## src/rtl/matvec_pkg.sv

```systemverilog
// Width and latency helpers shared by the matrix-vector engine and its output streamer.
package matvec_pkg;

  function automatic int lat_f(input int c);
    return $clog2(c) + 1;
  endfunction

  function automatic int wy_f(input int wx, input int wk, input int c);
    return wx + wk + $clog2(c);
  endfunction

endpackage

```

## src/rtl/vec_fifo2.sv

```systemverilog
// Two-entry FIFO holding whole result vectors; writes are ignored when full, reads when empty.
module vec_fifo2 #(
  parameter int DW = 8
) (
  input  logic          clk,
  input  logic          rstn,
  input  logic          wr_i,
  input  logic [DW-1:0] wdata_i,
  input  logic          rd_i,
  output logic [DW-1:0] rdata_o,
  output logic          empty_o,
  output logic          full_o
);

  logic [DW-1:0] mem_q [2];
  logic          wptr_q, rptr_q;
  logic [1:0]    cnt_q, cnt_d;
  logic          wr_en, rd_en;

  assign full_o  = (cnt_q == 2'd2);
  assign empty_o = (cnt_q == 2'd0);
  assign wr_en   = wr_i && !full_o;
  assign rd_en   = rd_i && !empty_o;
  assign rdata_o = mem_q[rptr_q];

  always_comb begin
    cnt_d = cnt_q;
    if (wr_en && !rd_en) begin
      cnt_d = cnt_q + 2'd1;
    end else if (rd_en && !wr_en) begin
      cnt_d = cnt_q - 2'd1;
    end
  end

  always_ff @(posedge clk) begin
    if (!rstn) begin
      wptr_q <= 1'b0;
      rptr_q <= 1'b0;
      cnt_q  <= 2'd0;
    end else begin
      if (wr_en) wptr_q <= ~wptr_q;
      if (rd_en) rptr_q <= ~rptr_q;
      cnt_q <= cnt_d;
    end
  end

  // Payload storage needs no reset; occupancy alone decides what is valid.
  always_ff @(posedge clk) begin
    if (wr_en) mem_q[wptr_q] <= wdata_i;
  end

endmodule

```

## src/rtl/matvec_out_stream.sv

```systemverilog
// Drives the engine clock enable, tracks in-flight vectors with tags, buffers results
// and streams them out one row element at a time.
module matvec_out_stream
  import matvec_pkg::*;
#(
  parameter  int R   = 8,
  parameter  int C   = 8,
  parameter  int W_X = 8,
  parameter  int W_K = 8,
  localparam int LAT = lat_f(C),
  localparam int W_Y = wy_f(W_X, W_K, C)
) (
  input  logic                          clk,
  input  logic                          rstn,
  input  logic                          s_valid,
  output logic                          s_ready,
  output logic                          mv_cen,
  input  logic signed [R-1:0][W_Y-1:0]  mv_y,
  output logic                          m_valid,
  input  logic                          m_ready,
  output logic signed [W_Y-1:0]         m_data,
  output logic                          m_last
);

  localparam int RW = (R > 1) ? $clog2(R) : 1;

  logic [LAT-1:0]         tag_q, tag_d;
  logic [RW-1:0]          row_q, row_d;
  logic                   fifo_full, fifo_empty;
  logic                   wr, pop;
  logic [R-1:0][W_Y-1:0]  head;

  // The engine freezes only when a finished result has nowhere to go.
  assign mv_cen  = !(tag_q[LAT-1] && fifo_full);
  assign s_ready = mv_cen;
  assign wr      = tag_q[LAT-1] && !fifo_full;

  assign m_valid = !fifo_empty;
  assign m_last  = (row_q == RW'(R - 1));
  assign m_data  = head[row_q];
  assign pop     = m_valid && m_ready && m_last;

  always_comb begin
    tag_d = tag_q;
    if (mv_cen) begin
      tag_d[0] = s_valid && s_ready;
      for (int i = 1; i < LAT; i++) begin
        tag_d[i] = tag_q[i-1];
      end
    end
  end

  always_comb begin
    row_d = row_q;
    if (m_valid && m_ready) begin
      row_d = m_last ? '0 : row_q + RW'(1);
    end
  end

  always_ff @(posedge clk) begin
    if (!rstn) begin
      tag_q <= '0;
      row_q <= '0;
    end else begin
      tag_q <= tag_d;
      row_q <= row_d;
    end
  end

  vec_fifo2 #(
    .DW(R * W_Y)
  ) u_fifo (
    .clk     (clk),
    .rstn    (rstn),
    .wr_i    (wr),
    .wdata_i (mv_y),
    .rd_i    (pop),
    .rdata_o (head),
    .empty_o (fifo_empty),
    .full_o  (fifo_full)
  );

endmodule

```

## config.mk

```make
export PLATFORM = sky130hd
export DESIGN_NAME = matvec_out_stream
export DESIGN_NICKNAME = d
export VERILOG_FILES = /design/src/rtl/matvec_pkg.sv /design/src/rtl/vec_fifo2.sv /design/src/rtl/matvec_out_stream.sv
export SDC_FILE = /design/constraint.sdc
export NUM_CORES = 1
export LEC_CHECK = 0
export BUFFER_PORTS_ARGS = -buffer_cell sky130_fd_sc_hd__buf_2
export CELL_PAD_IN_SITES_DETAIL_PLACEMENT = 0
export CELL_PAD_IN_SITES_GLOBAL_PLACEMENT = 2
export CORE_ASPECT_RATIO = 0.7
export CORE_MARGIN = 8
export CORE_UTILIZATION = 47
export CTS_CLUSTER_DIAMETER = 100
export DETAILED_ROUTE_END_ITERATION = 10
export PLACE_DENSITY = 0.95
export SYNTH_ARGS = -nofsm -noshare
export SYNTH_HDL_FRONTEND = slang
export SYNTH_SLANG_ARGS = --single-unit
```

## constraint.sdc

```tcl
create_clock -name clk -period 10.13 [get_ports clk]
set_input_delay 3.039 -clock clk [delete_from_list [all_inputs] [get_ports clk]]
set_output_delay 3.039 -clock clk [all_outputs]
set_load 0.1 [all_outputs]
```

# After elaboration in Yosys (flattened, before gate mapping)
# Memory sizes are Yosys's and may differ from the RTL's. A register that Yosys moved wholly into a read port is not among the register bits.
# Index checks and enable logic that the tools add are counted.
# op_classes
muxes	9
n_lt_le_gt_ge	1
n_bitwise	2
eq_ne	2
add_sub_neg	3
n_reduce_logical	16
# ops
operator	n
19-bit binary-select mux with 3-bit select	1
19-bit two-way mux	1
1-bit logical AND	9
1-bit logical NOT	5
3-bit by 4-bit less-than comparator with 1-bit output, second input constant	1
1-bit two-way mux	4
2-bit two-way mux	2
3-bit by 1-bit adder with 3-bit output, second input constant	1
3-bit equality test, second input constant	1
3-bit two-way mux	1
2-bit by 1-bit adder with 2-bit output, second input constant	1
2-bit equality test, second input constant	1
2-bit logical NOT	1
1-bit inverter	2
2-bit nonzero test	1
2-bit by 1-bit subtractor with 2-bit output, second input constant	1
# totals
out_inout_bits	23
elab_cells	39
inputBits	156
memories	1
mem_bits_rw	304
reg_bits	11
# memory_table
name	depth	word_bits	rd	rd_clocked_by_memory_dff	wr	line_no	rtl
u_fifo.mem_q	2	152	1	1	1	vec_fifo2.sv:15	logic [DW-1:0] mem_q [2];

# Depth between registers and ports, before layout
# Gate-level depths: netlist of the first run.
# logic_depth
ltp_word	8
ltp_mapped	7
ltp_nobuf	7

# Modules after synthesis
# From an unflattened synthesis of the first run, not the netlist that was laid out.
# unflattened
cells_unflattened	600
hier_area_um2	13130.1
# by_module_without_submodules
mod	area_each_um2	cells_each	instances
vec_fifo2	11522.3	498	1
matvec_out_stream	1607.8	102	1

# Worst setup path after synthesis of the first run
# No wires, ideal clock.
# synth_path
kind	register to output
startpoint	register (tool-made name)
endpoint	output m_data[17]
path_slack_ns	5.078
path_stages_with_launch	7
n_path_buf	3
arrival_ns	2.013
t_required_ns	7.091
path_cell_list	dfxtp_1 clkbuf_1 buf_6 buf_6 mux4_2 a22oi_1 nand2_1
# synth_rtl
item	line_no	rtl
to (decl)	matvec_out_stream.sv:21	output logic signed [W_Y-1:0] m_data,

==> flow_summary.ini, run 1 <==
[status]
status = finished, final reports clean

[finish]
final_cells = 1058
postLayoutCoreUtil_pct = 57.11
num_antenna_cells = 0
syn2layout_area_growth_pct = 19.00
most-common-layout-cells = edfxtp_1 (304), buf_2 (178), mux4_2 (76), a22oi_1 (38), clkbuf_16 (30)
drive_gt1_share_pct = 43.38
final_nets = 868
final_common_cell = edfxtp_1

[setup_path]
critPathTopFamily = flip-flops
max_stage_delay_ns = 0.98
worst_r2r_path_depth = 3
crit_slowest_cell = dfxtp_4
worstReg2RegEnd = u_fifo.mem_q[1][137]$_DFFE_PP_
r2r_start = u_fifo.cnt_q[0]$_SDFFE_PN0P_
end_kind = output pin
startpoint_type = flip-flop
path_cells = buf_4, mux4_2, a22oi_1, nand2_1, buf_2
critPathCapture = m_data[3]
rrSetupSlack_ns = 7.10
cp.depth = 5
cp.required_ns = 7.09
cp_num_buf_inv = 2
cp_max_fo = 48
critPathKind = flip-flop to output pin
arrival_ns = 3.64

[clock_network]
clkTransAtPathRegs_ns = 0.06
cts_tree = built
cts-root-buf = clkbuf_16
cts_max_path_buffers = 3
cts_resized = 0
cts.hold.buffers_added = 0
clock-sinks = 316
cts_setup_buffers = 0
htree_levels = 1
clock_latency_ns = 0.56
cts_made_buffers = 30

[placement]
portBuffers = 178
dp_cells = 1002
hpwl_um = 17460
gp_congestion = 0.7279

[floorplan]
core_um2 = 24740
die_width_um = 206.0
rows = 48
pin_count = 179
die_h_um = 149.0
dieArea_um2 = 30690
start_util_pct = 47.99

[sta]
skew_ns = 0.02266
relSlewSlack_pct = 18.22
tightest_slew_ns = 1.227
post-route-period-util_pct = 65.89
finalSetupViolCount = 0
layout_min_cycle_time_ns = 6.675
rsz0062_at_grt = no
setup_tns_ns = 0
finalHoldViolations = 0
maxSlewViolCount = 0
hold_ws_ns = 0.4514
clock.fmax_mhz = 149.8

[detailed_routing]
drc = 0
viasPerCell = 5.561
drt-total-wl_um = 25920
routedWlPerCell_um = 24.50
ant_nets = 0
drt-initial-drc-count = 413
vias = 5884
drt-pass1-iter-count = 7

[grt]
grt_pass1_vias = 6397
grt_usage_pct = 16.57
grt_overflow = 0
antenna_found_initial = 2
grt_max_degree = 88
grt_pass1_wl_um = 38340

[synth]
yosysTopAreaCell = edfxtp_1
synth_warnings = 0
postSynthNetCount = 679
synth-seq-cells = 316
ys_seq_area_share_pct = 78.90
ys_types = 27
syn_area_per_cell_um2 = 22.84
synthTopCellsByArea = edfxtp_1 (77%), mux4_2 (14%), a22oi_1 (2.4%)
synthCells = 520
syn_area_um2 = 11880
netlist.area_leader.share_pct = 76.87

[power]
p_sw_uw = 518.9
switching_share_pct = 19.29
sequentialPowerShare_pct = 53.7
internal_power_uw = 2171
p_clk_share_pct = 43.1
power_density_nw_per_um2 = 190.4
ir_drop_mv = 0.1488
comb_power_share_pct = 3.2
totalPowerFinal_uw = 2690
power.leakage_uw = 0.004742

[flow_run]
cap_violations = 0

[hold_path]
hold_path_startpoint = tag_q[2]$_SDFFE_PN0N_
hold_class = flip-flop to flip-flop
==> kinds of logic (layout without fill, tap and decap cells) <==
group | after synthesis | after routing | share of synthesized area, %
adder cells (fa/ha/maj) | 3 | 3 | 0.3161
XOR/XNOR | 3 | 3 | 0.2213
flip-flops | 316 | 316 | 78.90
AO/OA/AOI/OAI | 47 | 47 | 2.845
buffers and inverters | 30 | 243 | 1.380
multiplexers | 80 | 80 | 14.75
AND/OR/NAND/NOR | 41 | 41 | 1.591
==> state kept, by name, indices dropped and copies added (netlist names), named ones only <==
signal,cells
tag_q,4
row_q,3
u_fifo.wptr_q,1
u_fifo.rptr_q,1
u_fifo.cnt_q,2
u_fifo.mem_q,304
==> worst min path at each step <==
stage,to,slack [ns],depth (start not counted)
5_1_grt,tag_q[3]$_SDFFE_PN0N_,0.47,2
6_report,tag_q[3]$_SDFFE_PN0N_,0.45,2
2_1_floorplan,tag_q[3]$_SDFFE_PN0N_,0.42,2
3_3_place_gp,tag_q[3]$_SDFFE_PN0N_,0.43,2
4_1_cts,tag_q[3]$_SDFFE_PN0N_,0.45,2
3_5_place_dp,tag_q[3]$_SDFFE_PN0N_,0.44,2
==> cells in the mapped netlist <==
cell type,number
a21bo_2,1
a21oi_1,5
a22oi_1,38
and2_1,2
and3_1,1
buf_2,5
buf_4,2
buf_6,5
clkbuf_1,15
dfxtp_1,12
edfxtp_1,304
ha_1,3
inv_1,3
mux2i_1,4
mux4_2,76
nand2_1,21
nand2b_1,1
nand3b_1,2
nor2_1,8
nor2b_1,2
o211ai_1,1
o21ai_0,1
o21ai_1,1
or2_2,1
or3_1,2
or3b_2,1
xor2_1,3
==> metal layers <==
metal | vias to the layer above | GRT usage, % | part of all wire [%]
met3 | 30 | 3.494 | 6.5
met2 | 208 | 26.20 | 49
met1 | 3060 | 23.59 | 43
met5 | - | 0 | 0.085
met4 | 4 | 3.646 | 1.7
li1 | 2582 | - | -
==> power by group through the flow <==
stage	sequential [uW]	combinational, uW	clock (uW)
after floorplan	1470	38.1	0
after global placement	1470	82.9	0
after detailed placement	1470	87.4	0
after CTS	1440	87.7	1190
after global routing	1440	92.5	1230
final	1440	86.8	1160
==> metrics by stage <==
step	worst slack, ns	area (um2)
2_1_floorplan	5.078	11880
3_3_place_gp	3.939	13090
3_5_place_dp	3.899	13090
4_1_cts	3.263	14130
5_1_grt	3.131	14130
6_report	3.455	14130
==> area by class of cell <==
type                       instances  area [um2]
inverter                           3       16.27
fill                            1857       10610
clock inverter                    23       279.0
sequential                       316        9376
tap                              325       406.6
multi-input combinational        174        2355
clock buffer                      33       762.0
timing repair buffer             184       935.9
==> tightest hold or removal path, delay by kind of cell, from the launching register on <==
kind	cells	cell delay, ns
AO/OA/AOI/OAI	1	0.05
buffers and inverters	1	0.05
flip-flops	1	0.31
(Power assumes the default switching activity.)
==> run 2: changes to the inputs <==
CORE_UTILIZATION = 43   (was 47)
PLACE_DENSITY = 0.9   (was 0.95)
clock period = 6.4 ns   (was 10.13 ns; I/O delays follow)
==> run 2 against run 1 <==
  * Clock power up 60%
  * Routed wire length down 0.48%
  * Largest power group unchanged
  * Setup slack worse by 2.2 ns
  * Die area up 8.4%
  * Critical path type unchanged
  * Global-route usage down 1.4 points
==> flow_summary.ini, run 2 (synthesis results as in run 1) <==
[status]
status = finished, final reports clean

[setup_path]
end_kind = output pin
cp.required_ns = 4.48
cp_max_fo = 32
startpoint_type = flip-flop
critPathKind = flip-flop to output pin
arrival_ns = 3.24

[power]
p_clk_share_pct = 43.5
power_density_nw_per_um2 = 301.2
ir_drop_mv = 0.1945
switching_share_pct = 19.95
internal_power_uw = 3432
sequentialPowerShare_pct = 53.4
p_sw_uw = 855.5
comb_power_share_pct = 3.1
power.leakage_uw = 0.004763

[grt]
grt_usage_pct = 15.12
grt_pass1_vias = 6476
grt_pass1_wl_um = 38710
grt_max_degree = 88
grt_overflow = 0
antenna_found_initial = 1

[sta]
finalSetupViolCount = 0
relSlewSlack_pct = 25.42
rsz0062_at_grt = no
post-route-worst-setup-slack_ns = 1.244
post-route-period-util_pct = 80.57
layout_min_cycle_time_ns = 5.156
tightest_slew_ns = 1.114
clock.fmax_mhz = 193.9
skew_ns = 0.008051
maxSlewViolCount = 0
setup_tns_ns = 0
finalHoldViolations = 0

[placement]
gp_congestion = 0.7626
portBuffers = 178
post-place-ws_ns = 1.748
hpwl_um = 17240

[finish]
num_antenna_cells = 0
top_regs = u_fifo.mem_q x304, tag_q x4, row_q x3
regMostFlops = u_fifo.mem_q
drive_gt1_share_pct = 44.41
syn2layout_area_growth_pct = 19.85
seqCellArea_um2 = 9376
final_common_cell = edfxtp_1
nFillCells = 2163
multi_input_area_um2 = 2355
most-common-layout-cells = edfxtp_1 (304), buf_2 (178), mux4_2 (76), a22oi_1 (38), clkbuf_16 (31)
largest_reg_flops = 304
final_nets = 869

[clock_network]
clock-sinks = 316
cts_setup_buffers = 0
cts.hold.buffers_added = 0
cts-root-buf = clkbuf_16
htree_levels = 1
cts_tree = built
cts_resized = 0
clkTransAtPathRegs_ns = 0.07
cts_made_buffers = 30
cts_max_path_buffers = 3
clock_latency_ns = 0.54

[detailed_routing]
drt-total-wl_um = 25800
drc = 0
ant_nets = 0
routedWlPerCell_um = 23.35
vias = 5847
drt-initial-drc-count = 543
drt-pass1-iter-count = 5
viasPerCell = 5.291

[floorplan]
start_util_pct = 43.18
die_width_um = 214.6
die_h_um = 155.0
core_um2 = 27500
dieArea_um2 = 33280
pin_count = 179
rows = 51

[hold_path]
hold_class = flip-flop to flip-flop

[flow_run]
cap_violations = 0
-- run 2: through the flow --
stage                     hold WS, ns  total power (uW)  util [%]  instance area [um2]  instances
after detailed placement       0.4417              2469     47.88                13170       1049
after global placement         0.4349              2462     47.88                13170       1049
final                          0.4535              4287     51.75                14230       1105
after global routing           0.5038              4412     51.75                14230       1105
after CTS                      0.4526              4329     51.75                14230       1105
after floorplan                0.4249              2390         -                11880        520
-- run 2: area by class of cell --
class | count | area share (%)
multi-input cells | 174 | 16.55
clock inverters | 25 | 2.031
clock buffers | 31 | 5.451
flip-flops and latches | 316 | 65.88
repair buffers | 185 | 6.716
inverters | 3 | 0.1143
well taps | 371 | 3.262
-- run 2: worst max-delay path: stages (launching register included) --
cell,delay [ns]
dfxtp_4,0.77
buf_4,0.48
mux4_2,0.56
a22oi_1,0.41
nand2_1,0.12
buf_2,0.32
-- run 2: metal layers --
metal | track usage (%) | vias to the layer above | wire [um]
met1 | 20.80 | 3033 | 11410
met2 | 24.64 | 191 | 12460
li1 | - | 2586 | -
met5 | 0 | - | 13
met3 | 3.278 | 35 | 1489
met4 | 3.484 | 2 | 426
-- run 2: worst paths after layout --
check,from,to,slack (ns),cells past startpoint
max reg2reg,u_fifo.cnt_q[0]$_SDFFE_PN0P_,u_fifo.mem_q[0][78]$_DFFE_PP_,3.66,4
min reg2reg,tag_q[2]$_SDFFE_PN0N_,tag_q[3]$_SDFFE_PN0N_,0.45,2
min,tag_q[2]$_SDFFE_PN0N_,tag_q[3]$_SDFFE_PN0N_,0.45,2
max,flip-flop,m_data[4],1.24,5
-- run 2: power by group through the flow --
stage          clock network (uW)  logic (uW)  registers, uW
2_1_floorplan                   0        60.3           2330
3_3_place_gp                    0         129           2330
3_5_place_dp                    0         135           2330
4_1_cts                      1900         136           2290
5_1_grt                      1980         143           2290
6_report                     1860         134           2290
